[config.mk]
export PLATFORM = sky130hd
export DESIGN_NAME = multi_inputconditioner
export DESIGN_NICKNAME = d
export VERILOG_FILES = /design/src/rtl/multi_inputconditioner.sv
export SDC_FILE = /design/constraint.sdc
export NUM_CORES = 1
export LEC_CHECK = 0
export ABC_AREA = 1
export BUFFER_PORTS_ARGS = -buffer_cell sky130_fd_sc_hd__buf_2
export CAP_MARGIN = 0
export CORE_UTILIZATION = 23
export CTS_BUF_LIST = sky130_fd_sc_hd__clkbuf_2 sky130_fd_sc_hd__clkbuf_4 sky130_fd_sc_hd__clkbuf_8
export CTS_CLUSTER_DIAMETER = 40
export CTS_CLUSTER_SIZE = 30
export DETAILED_ROUTE_END_ITERATION = 16
export HOLD_SLACK_MARGIN = 0.08
export PLACE_DENSITY_LB_ADDON = 0.15
export SYNTH_ARGS = -nofsm -noshare
export SYNTH_HDL_FRONTEND = slang
export SYNTH_SLANG_ARGS = --single-unit
[constraint.sdc]
create_clock -name clk -period 1.55 [get_ports clk]
set_clock_uncertainty 0.2 [all_clocks]
set_input_delay 0.2325 -clock clk [delete_from_list [all_inputs] [get_ports clk]]
set_output_delay 0.2325 -clock clk [all_outputs]
set_load 0.02 [all_outputs]
[src/rtl/multi_inputconditioner.sv]
`timescale 1ns/100ps
// multi_inputconditioner: per-channel pin synchroniser, debounce counter and registered edge pulses.
// Define INPUTCONDITIONER_GLITCHCNT_EN to add an 8-bit saturating rejected-glitch counter per channel.
module multi_inputconditioner #(
  parameter int CHANNELS      = 4,
  parameter int SYNC_STAGES   = 2,
  parameter int COUNTER_WIDTH = 3,
  parameter int WAIT_TIME     = 3
) (
  input  logic                  clk,
  input  logic                  reset,
  input  logic [CHANNELS-1:0]   noisysignal,
  output logic [CHANNELS-1:0]   conditioned,
  output logic [CHANNELS-1:0]   positiveedge,
  output logic [CHANNELS-1:0]   negativeedge
`ifdef INPUTCONDITIONER_GLITCHCNT_EN
  ,
  output logic [8*CHANNELS-1:0] glitchcount
`endif
);

  localparam logic [COUNTER_WIDTH-1:0] WAIT_LIMIT = COUNTER_WIDTH'(WAIT_TIME);

  genvar gi;
  generate
    for (gi = 0; gi < CHANNELS; gi++) begin : g_chan
      logic [SYNC_STAGES-1:0]   sync_reg;
      logic                     s;
      logic [COUNTER_WIDTH-1:0] count_reg;
      logic [COUNTER_WIDTH-1:0] count_next;
      logic                     cond_reg;
      logic                     cond_next;
      logic                     pos_reg;
      logic                     pos_next;
      logic                     neg_reg;
      logic                     neg_next;

      // Plain flop chain; bit 0 is the metastability-exposed stage.
      always_ff @(posedge clk) begin
        if (reset) begin
          sync_reg <= '0;
        end else begin
          sync_reg <= {sync_reg[SYNC_STAGES-2:0], noisysignal[gi]};
        end
      end

      assign s = sync_reg[SYNC_STAGES-1];

      always_comb begin
        count_next = count_reg;
        cond_next  = cond_reg;
        pos_next   = 1'b0;
        neg_next   = 1'b0;
        if (s == cond_reg) begin
          count_next = '0;
        end else if (count_reg == WAIT_LIMIT) begin
          cond_next  = s;
          count_next = '0;
          pos_next   = s;
          neg_next   = ~s;
        end else begin
          count_next = count_reg + COUNTER_WIDTH'(1);
        end
      end

      always_ff @(posedge clk) begin
        if (reset) begin
          count_reg <= '0;
          cond_reg  <= 1'b0;
          pos_reg   <= 1'b0;
          neg_reg   <= 1'b0;
        end else begin
          count_reg <= count_next;
          cond_reg  <= cond_next;
          pos_reg   <= pos_next;
          neg_reg   <= neg_next;
        end
      end

      assign conditioned[gi]  = cond_reg;
      assign positiveedge[gi] = pos_reg;
      assign negativeedge[gi] = neg_reg;

`ifdef INPUTCONDITIONER_GLITCHCNT_EN
      logic [7:0] glitch_reg;
      logic       reject;

      // A rejected glitch is a partial count abandoned because s fell back to the accepted level.
      assign reject = (s == cond_reg) && (count_reg != '0);

      always_ff @(posedge clk) begin
        if (reset) begin
          glitch_reg <= '0;
        end else if (reject && (glitch_reg != 8'hFF)) begin
          glitch_reg <= glitch_reg + 8'd1;
        end
      end

      assign glitchcount[8*gi +: 8] = glitch_reg;
`endif
    end
  endgenerate

endmodule
==> qor.txt, run 1 <==
met3 GRT Util: 0.0516
min Tclk post-route: 1.52 ns
Clock transition at path regs: 0.06 ns
min-delay src: g_chan[0].sync_reg[0]
Detailed Routing Iterations Pass 1: 4
worst slew pin tran: 0.278 ns
total power: 1580 µW
clock sinks: 32
Fin. Hold Viols: 0
share of layout cells above drive strength 1: 0.182
final-layout fill cell count: 551
cells after synthesis: 136
CP Class: in -> reg
worst reg2reg setup slack: 0.23 ns
Critical Path Sink Type: flop
pwr/cell area: 1070 nW/µm²
Slowest-stage cell, CP: dlygate4sd3_1
Worst-Skew Late Latency: 0.28 ns
pins over their slew limit: 0
sink of the worst hold path: g_chan[0].sync_reg[1]
status: finished, final reports clean
Post-Synth Adder-Cell Area: 0.0805
vias in the first global route: 694
Initial Util: 0.240
clk buf depth: 2
die area: 5710 µm²
Num CTS Buffers: 5
number of distinct library cells after synthesis: 14
I/O pin total: 18
reg2reg path depth: 5
met1 usage in global routing: 0.0818
post-CTS setup repair buffer count: 0
post-synthesis compound-gate area fraction: 0.0282
initial DRC count: 35
synth warn: 0
reg2reg start: g_chan[1].count_reg[0]
Chip Width: 75.5 µm
initial antenna violation count: 0
Cells on Worst Hold Path: 2
final hold slack: 0.202 ns
register area share after synthesis: 0.515
largest net degree at the start of global routing: 12
Syn-to-layout area delta: 18.3%
CP startpoint kind: input port
Setup violations, final: 0
Worst Path Max Fanout: 1
xor/xnor share of the synthesized area: 0
CP Data Required Time: 1.52 ns
vias per inst: 3.67
RSZ-0062 raised after global routing: no
commonest non-fill, non-tap cell in the layout: dfxtp_1
period utilisation layout: 0.980
number of H-tree levels: 2
mux share of post-synthesis cell area: 0
global-route layer with the greatest usage: met2
Root Buffer Master: clkbuf_8
RR Endpoint: g_chan[1].count_reg[0]
gr ovfl total: 0
global-route usage over all layers: 0.0782
Cell Area, Placed: 1290 µm²
worst path cell trace: dlygate4sd3_1 > buf_2 > inv_1 > nor2_1 > dlygate4sd3_1
final instance area: 1470 µm²
WP buf/inv: 4
Final Non-Filler Cells: 224
post-route ant nets: 0
number of buffers added on ports: 17
average wire per standard cell: 8.50 µm
CTS tree: done
total negative slack: 0 ns
Post-Place Cells: 209
Avg Inst Size Synth: 9.14 µm²
Placer Congestion: 0.801
Crit path arrival time: 1.49 ns
fmax: 0.658 GHz
hold crit path type: reg -> reg
Core Box Area: 5170 µm²
FF+latch count, synth: 32
PostCTS Resize Cnt: 0
DRC: 0
relative slew slack: 0.814
first-pass GRT wire length: 3.01 mm
GR Layer Usage met2: 0.113
Synthesized Nets: 150
worst vdd ir: 0.000235 V
n_diodes: 0
via count: 823
simple-gate portion of the synthesized area: 0.191
row cnt: 26
# nets final: 168
largest family of logic cells by synthesized area: simple AND/OR/NAND/NOR gates
CP top delay family: buffers and inverters
dpl hpwl: 1.38 mm
maxcap violations: 0
Leak: 0.000636 µW
cell repeated most along the worst path: dlygate4sd3_1
max incr delay on CP: 0.54 ns
max reg flops: 12
most frequent cells in the layout: dfxtp_1 (32), inv_1 (28), nor2_1 (20)
Die Height: 75.5 µm
final WL: 1.91 mm
worst setup path startpoint: noisysignal[1]
Syn Std Cell Area: 1240 µm²
## layer usage
| metal | up-vias | share of wire |
|---|---|---|
| li1 | 431 | - |
| met1 | 370 | 0.44 |
| met2 | 17 | 0.46 |
| met3 | 5 | 0.073 |
| met4 | 0 | 0.026 |
| met5 | - | 0 |
## kinds of logic after synthesis
family          after synthesis
simple gates                 46
compound gates                7
buf+inv                      43
flops                        32
fa+ha+maj                     8
## report_power, final
part / total (µW) / switching, µW / internal [µW]
logic: 56.9 / 28.8 / 28.1
registers: 843 / 7.05 / 835
clock network: 678 / 283 / 395
## metrics by stage
stage          setup WS (ns)  utilization
5_1_grt              0.00683        0.284
6_report              0.0309        0.284
3_3_place_gp           0.281        0.250
3_5_place_dp           0.233        0.250
2_1_floorplan          0.336            -
4_1_cts               0.0152        0.286
## final cells by class
class,count,area [µm²],share of cell area
Sequential cell,32,641,0.435
Clock buffer,7,96.3,0.0655
Inverter,29,109,0.0740
Multi-Input combinational cell,61,373,0.253
Tap cell,70,87.6,0.0595
Timing Repair Buffer,25,165,0.112
## how the worst max path moves through the flow
stage / endpoint / cells after the start / slack, ns
finish: g_chan[1].sync_reg[0] / 5 / 0.03
global route: g_chan[1].sync_reg[0] / 5 / 0.007
CTS: g_chan[2].sync_reg[0] / 5 / 0.02
detailed placement: g_chan[1].count_reg[1] / 5 / 0.23
global placement: g_chan[3].count_reg[0] / 5 / 0.28
floorplan: g_chan[1].count_reg[0] / 5 / 0.34
## timing repair
action | in CTS | in global routing
endpoints found under the setup margin | 0 | 2
hold buffers | 9 | 1
hold endpoints to repair | 9 | 2
## worst register-to-register path: cells and delay by family (launching register included)
family / cells / cell delay, ns
adders and majority gates: 2 / 0.41
and+or+nand+nor: 2 / 0.22
DFF: 1 / 0.31
buffers and inverters: 1 / 0.12
## cell usage after synthesis, drive strengths merged
| cell type | number | share of area |
|---|---|---|
| inv | 29 | 0.088 |
| o21ai | 3 | 0.012 |
| dfxtp | 32 | 0.52 |
| nand4 | 4 | 0.056 |
| buf | 14 | 0.098 |
| ha | 8 | 0.080 |
| a21oi | 4 | 0.016 |
| nor3 | 8 | 0.032 |
| nor2 | 20 | 0.060 |
| nand2 | 14 | 0.042 |
(Power assumes the default switching activity.)
==> inputs of run 2 (changes only) <==
==> constraint.sdc (replaced) <==
create_clock -name clk -period 1.85 [get_ports clk]
set_clock_uncertainty 0.2 [all_clocks]
set_input_delay 0.2775 -clock clk [delete_from_list [all_inputs] [get_ports clk]]
set_output_delay 0.2775 -clock clk [all_outputs]
set_load 0.02 [all_outputs]
==> qor.txt, run 2 (synthesized netlist as in run 1, its figures left out) <==
status: finished, final reports clean
Slowest-stage cell, CP: dfxtp_1
WP buf/inv: 1 (-3)
DRC: 0 (unchanged)
number of H-tree levels: 2 (unchanged)
Worst Path Max Fanout: 5 (+4)
CP startpoint kind: flop
period utilisation layout: 0.731
final hold slack: 0.103 ns (-0.0993 ns)
average wire per standard cell: 8.01 µm (-5.8%)
worst vdd ir: 0.000223 V (-5.2%)
fmax: 0.740 GHz
Placer Congestion: 0.742 (-7.3%)
Root Buffer Master: clkbuf_8
worst path cell trace: buf_2
relative slew slack: 0.816 (+0.00157)
Crit path arrival time: 0.87 ns (-0.62 ns)
pwr/cell area: 971 nW/µm² (-9.5%)
Setup violations, final: 0 (unchanged)
Chip Width: 75.5 µm (unchanged)
dpl hpwl: 1.34 mm (-2.6%)
maxcap violations: 0 (unchanged)
max reg flops: 12 (unchanged)
final-layout fill cell count: 558 (+1.3%)
most frequent cells in the layout: dfxtp_1 (32), inv_1 (28), nor2_1 (20)
Syn-to-layout area delta: 16.3%
CTS tree: done
worst slew pin tran: 0.276 ns (-0.00234 ns)
total power: 1400 µW (-11%)
I/O pin total: 18 (unchanged)
first-pass GRT wire length: 3.02 mm (+0.47%)
Num CTS Buffers: 5 (unchanged)
row cnt: 26 (unchanged)
final WL: 1.77 mm (-7.1%)
RSZ-0062 raised after global routing: no
n_diodes: 0 (unchanged)
Die Height: 75.5 µm (unchanged)
total negative slack: 0 ns (unchanged)
vias per inst: 3.68 (+0.13%)
via count: 813 (-1.2%)
Detailed Routing Iterations Pass 1: 2 (-2)
die area: 5710 µm² (unchanged)
commonest non-fill, non-tap cell in the layout: dfxtp_1
initial DRC count: 23 (-34%)
global-route usage over all layers: 0.0765 (-0.00171)
initial antenna violation count: 0 (unchanged)
pins over their slew limit: 0 (unchanged)
worst reg2reg setup slack: 0.53 ns (+0.30 ns)
Core Box Area: 5170 µm² (unchanged)
CP Data Required Time: 1.37 ns (-0.15 ns)
gr ovfl total: 0 (unchanged)
hold crit path type: in -> reg
max incr delay on CP: 0.40 ns (-0.14 ns)
post-layout util: 0.280 (-0.00484)
clock sinks: 32 (unchanged)
largest net degree at the start of global routing: 12 (unchanged)
post-route ant nets: 0 (unchanged)
min Tclk post-route: 1.35 ns
Fin. Hold Viols: 0 (unchanged)
Leak: 0.000625 µW (-1.8%)
# nets final: 164 (-2.4%)
clk buf depth: 2 (unchanged)
share of layout cells above drive strength 1: 0.192 (+0.0102)
post-CTS setup repair buffer count: 0 (unchanged)
vias in the first global route: 768 (+11%)
Clock transition at path regs: 0.07 ns (about the same)
CP top delay family: flip-flops
Initial Util: 0.240 (unchanged)
CP Class: reg -> out
Worst-Skew Late Latency: 0.28 ns (about the same)
Critical Path Sink Type: primary output
number of buffers added on ports: 17 (unchanged)
[run 2: cell types whose count changed in the layout (fill, tap and decap cells not counted)]
cell and delta:
clkbuf_4 +1, clkbuf_8 -2, bufinv_16 +1, dlygate4sd3_1 -4, clkinv_2 +1
[run 2: timing repair]
action                                 CTS  global route
hold buffers                             4             0
gates resized for setup                  0             0
endpoints found under the hold margin    4             0
[run 2: final timing paths]
check	to	startpoint	cells past startpoint
max	conditioned[1]	g_chan[1].cond_reg	1
min reg2reg	g_chan[0].sync_reg[1]	g_chan[0].sync_reg[0]	2
max reg2reg	g_chan[3].count_reg[1]	g_chan[3].count_reg[0]	5
min	g_chan[0].sync_reg[0]	reset	2
[run 2: layout make-up]
type	count	area (µm²)	area share
Multi-Input combinational cell	61	373	0.258
Clock inverter	2	35.0	0.0242
Timing Repair Buffer	21	125	0.0865
Sequential cell	32	641	0.443
Clock buffer	6	76.3	0.0528
Tap cell	70	87.6	0.0606
Inverter	29	109	0.0753
[run 2: metal layers]
metal / GRT usage / vias to the layer above / share of wire
met5: 0 / - / 0
met4: 0.0617 / 0 / 0.041
met3: 0.0437 / 8 / 0.068
met2: 0.125 / 19 / 0.47
met1: 0.0696 / 359 / 0.42
li1: - / 427 / -
[run 2: power by group]
part,total [µW],switching [µW],internal [µW]
Combinational,40.7,22.7,18.0
Clock,658,244,414
Sequential,706,5.88,700
Total,1400,272,1130
[run 2: per-stage QoR]
step | instance area [µm²] | setup slack (ns) | instances
global placement | 1290 | 0.562 | 209
detailed placement | 1290 | 0.535 | 209
finish | 1450 | 0.498 | 221
global route | 1450 | 0.429 | 221
floorplan | 1240 | 0.636 | 136
CTS | 1450 | 0.476 | 221
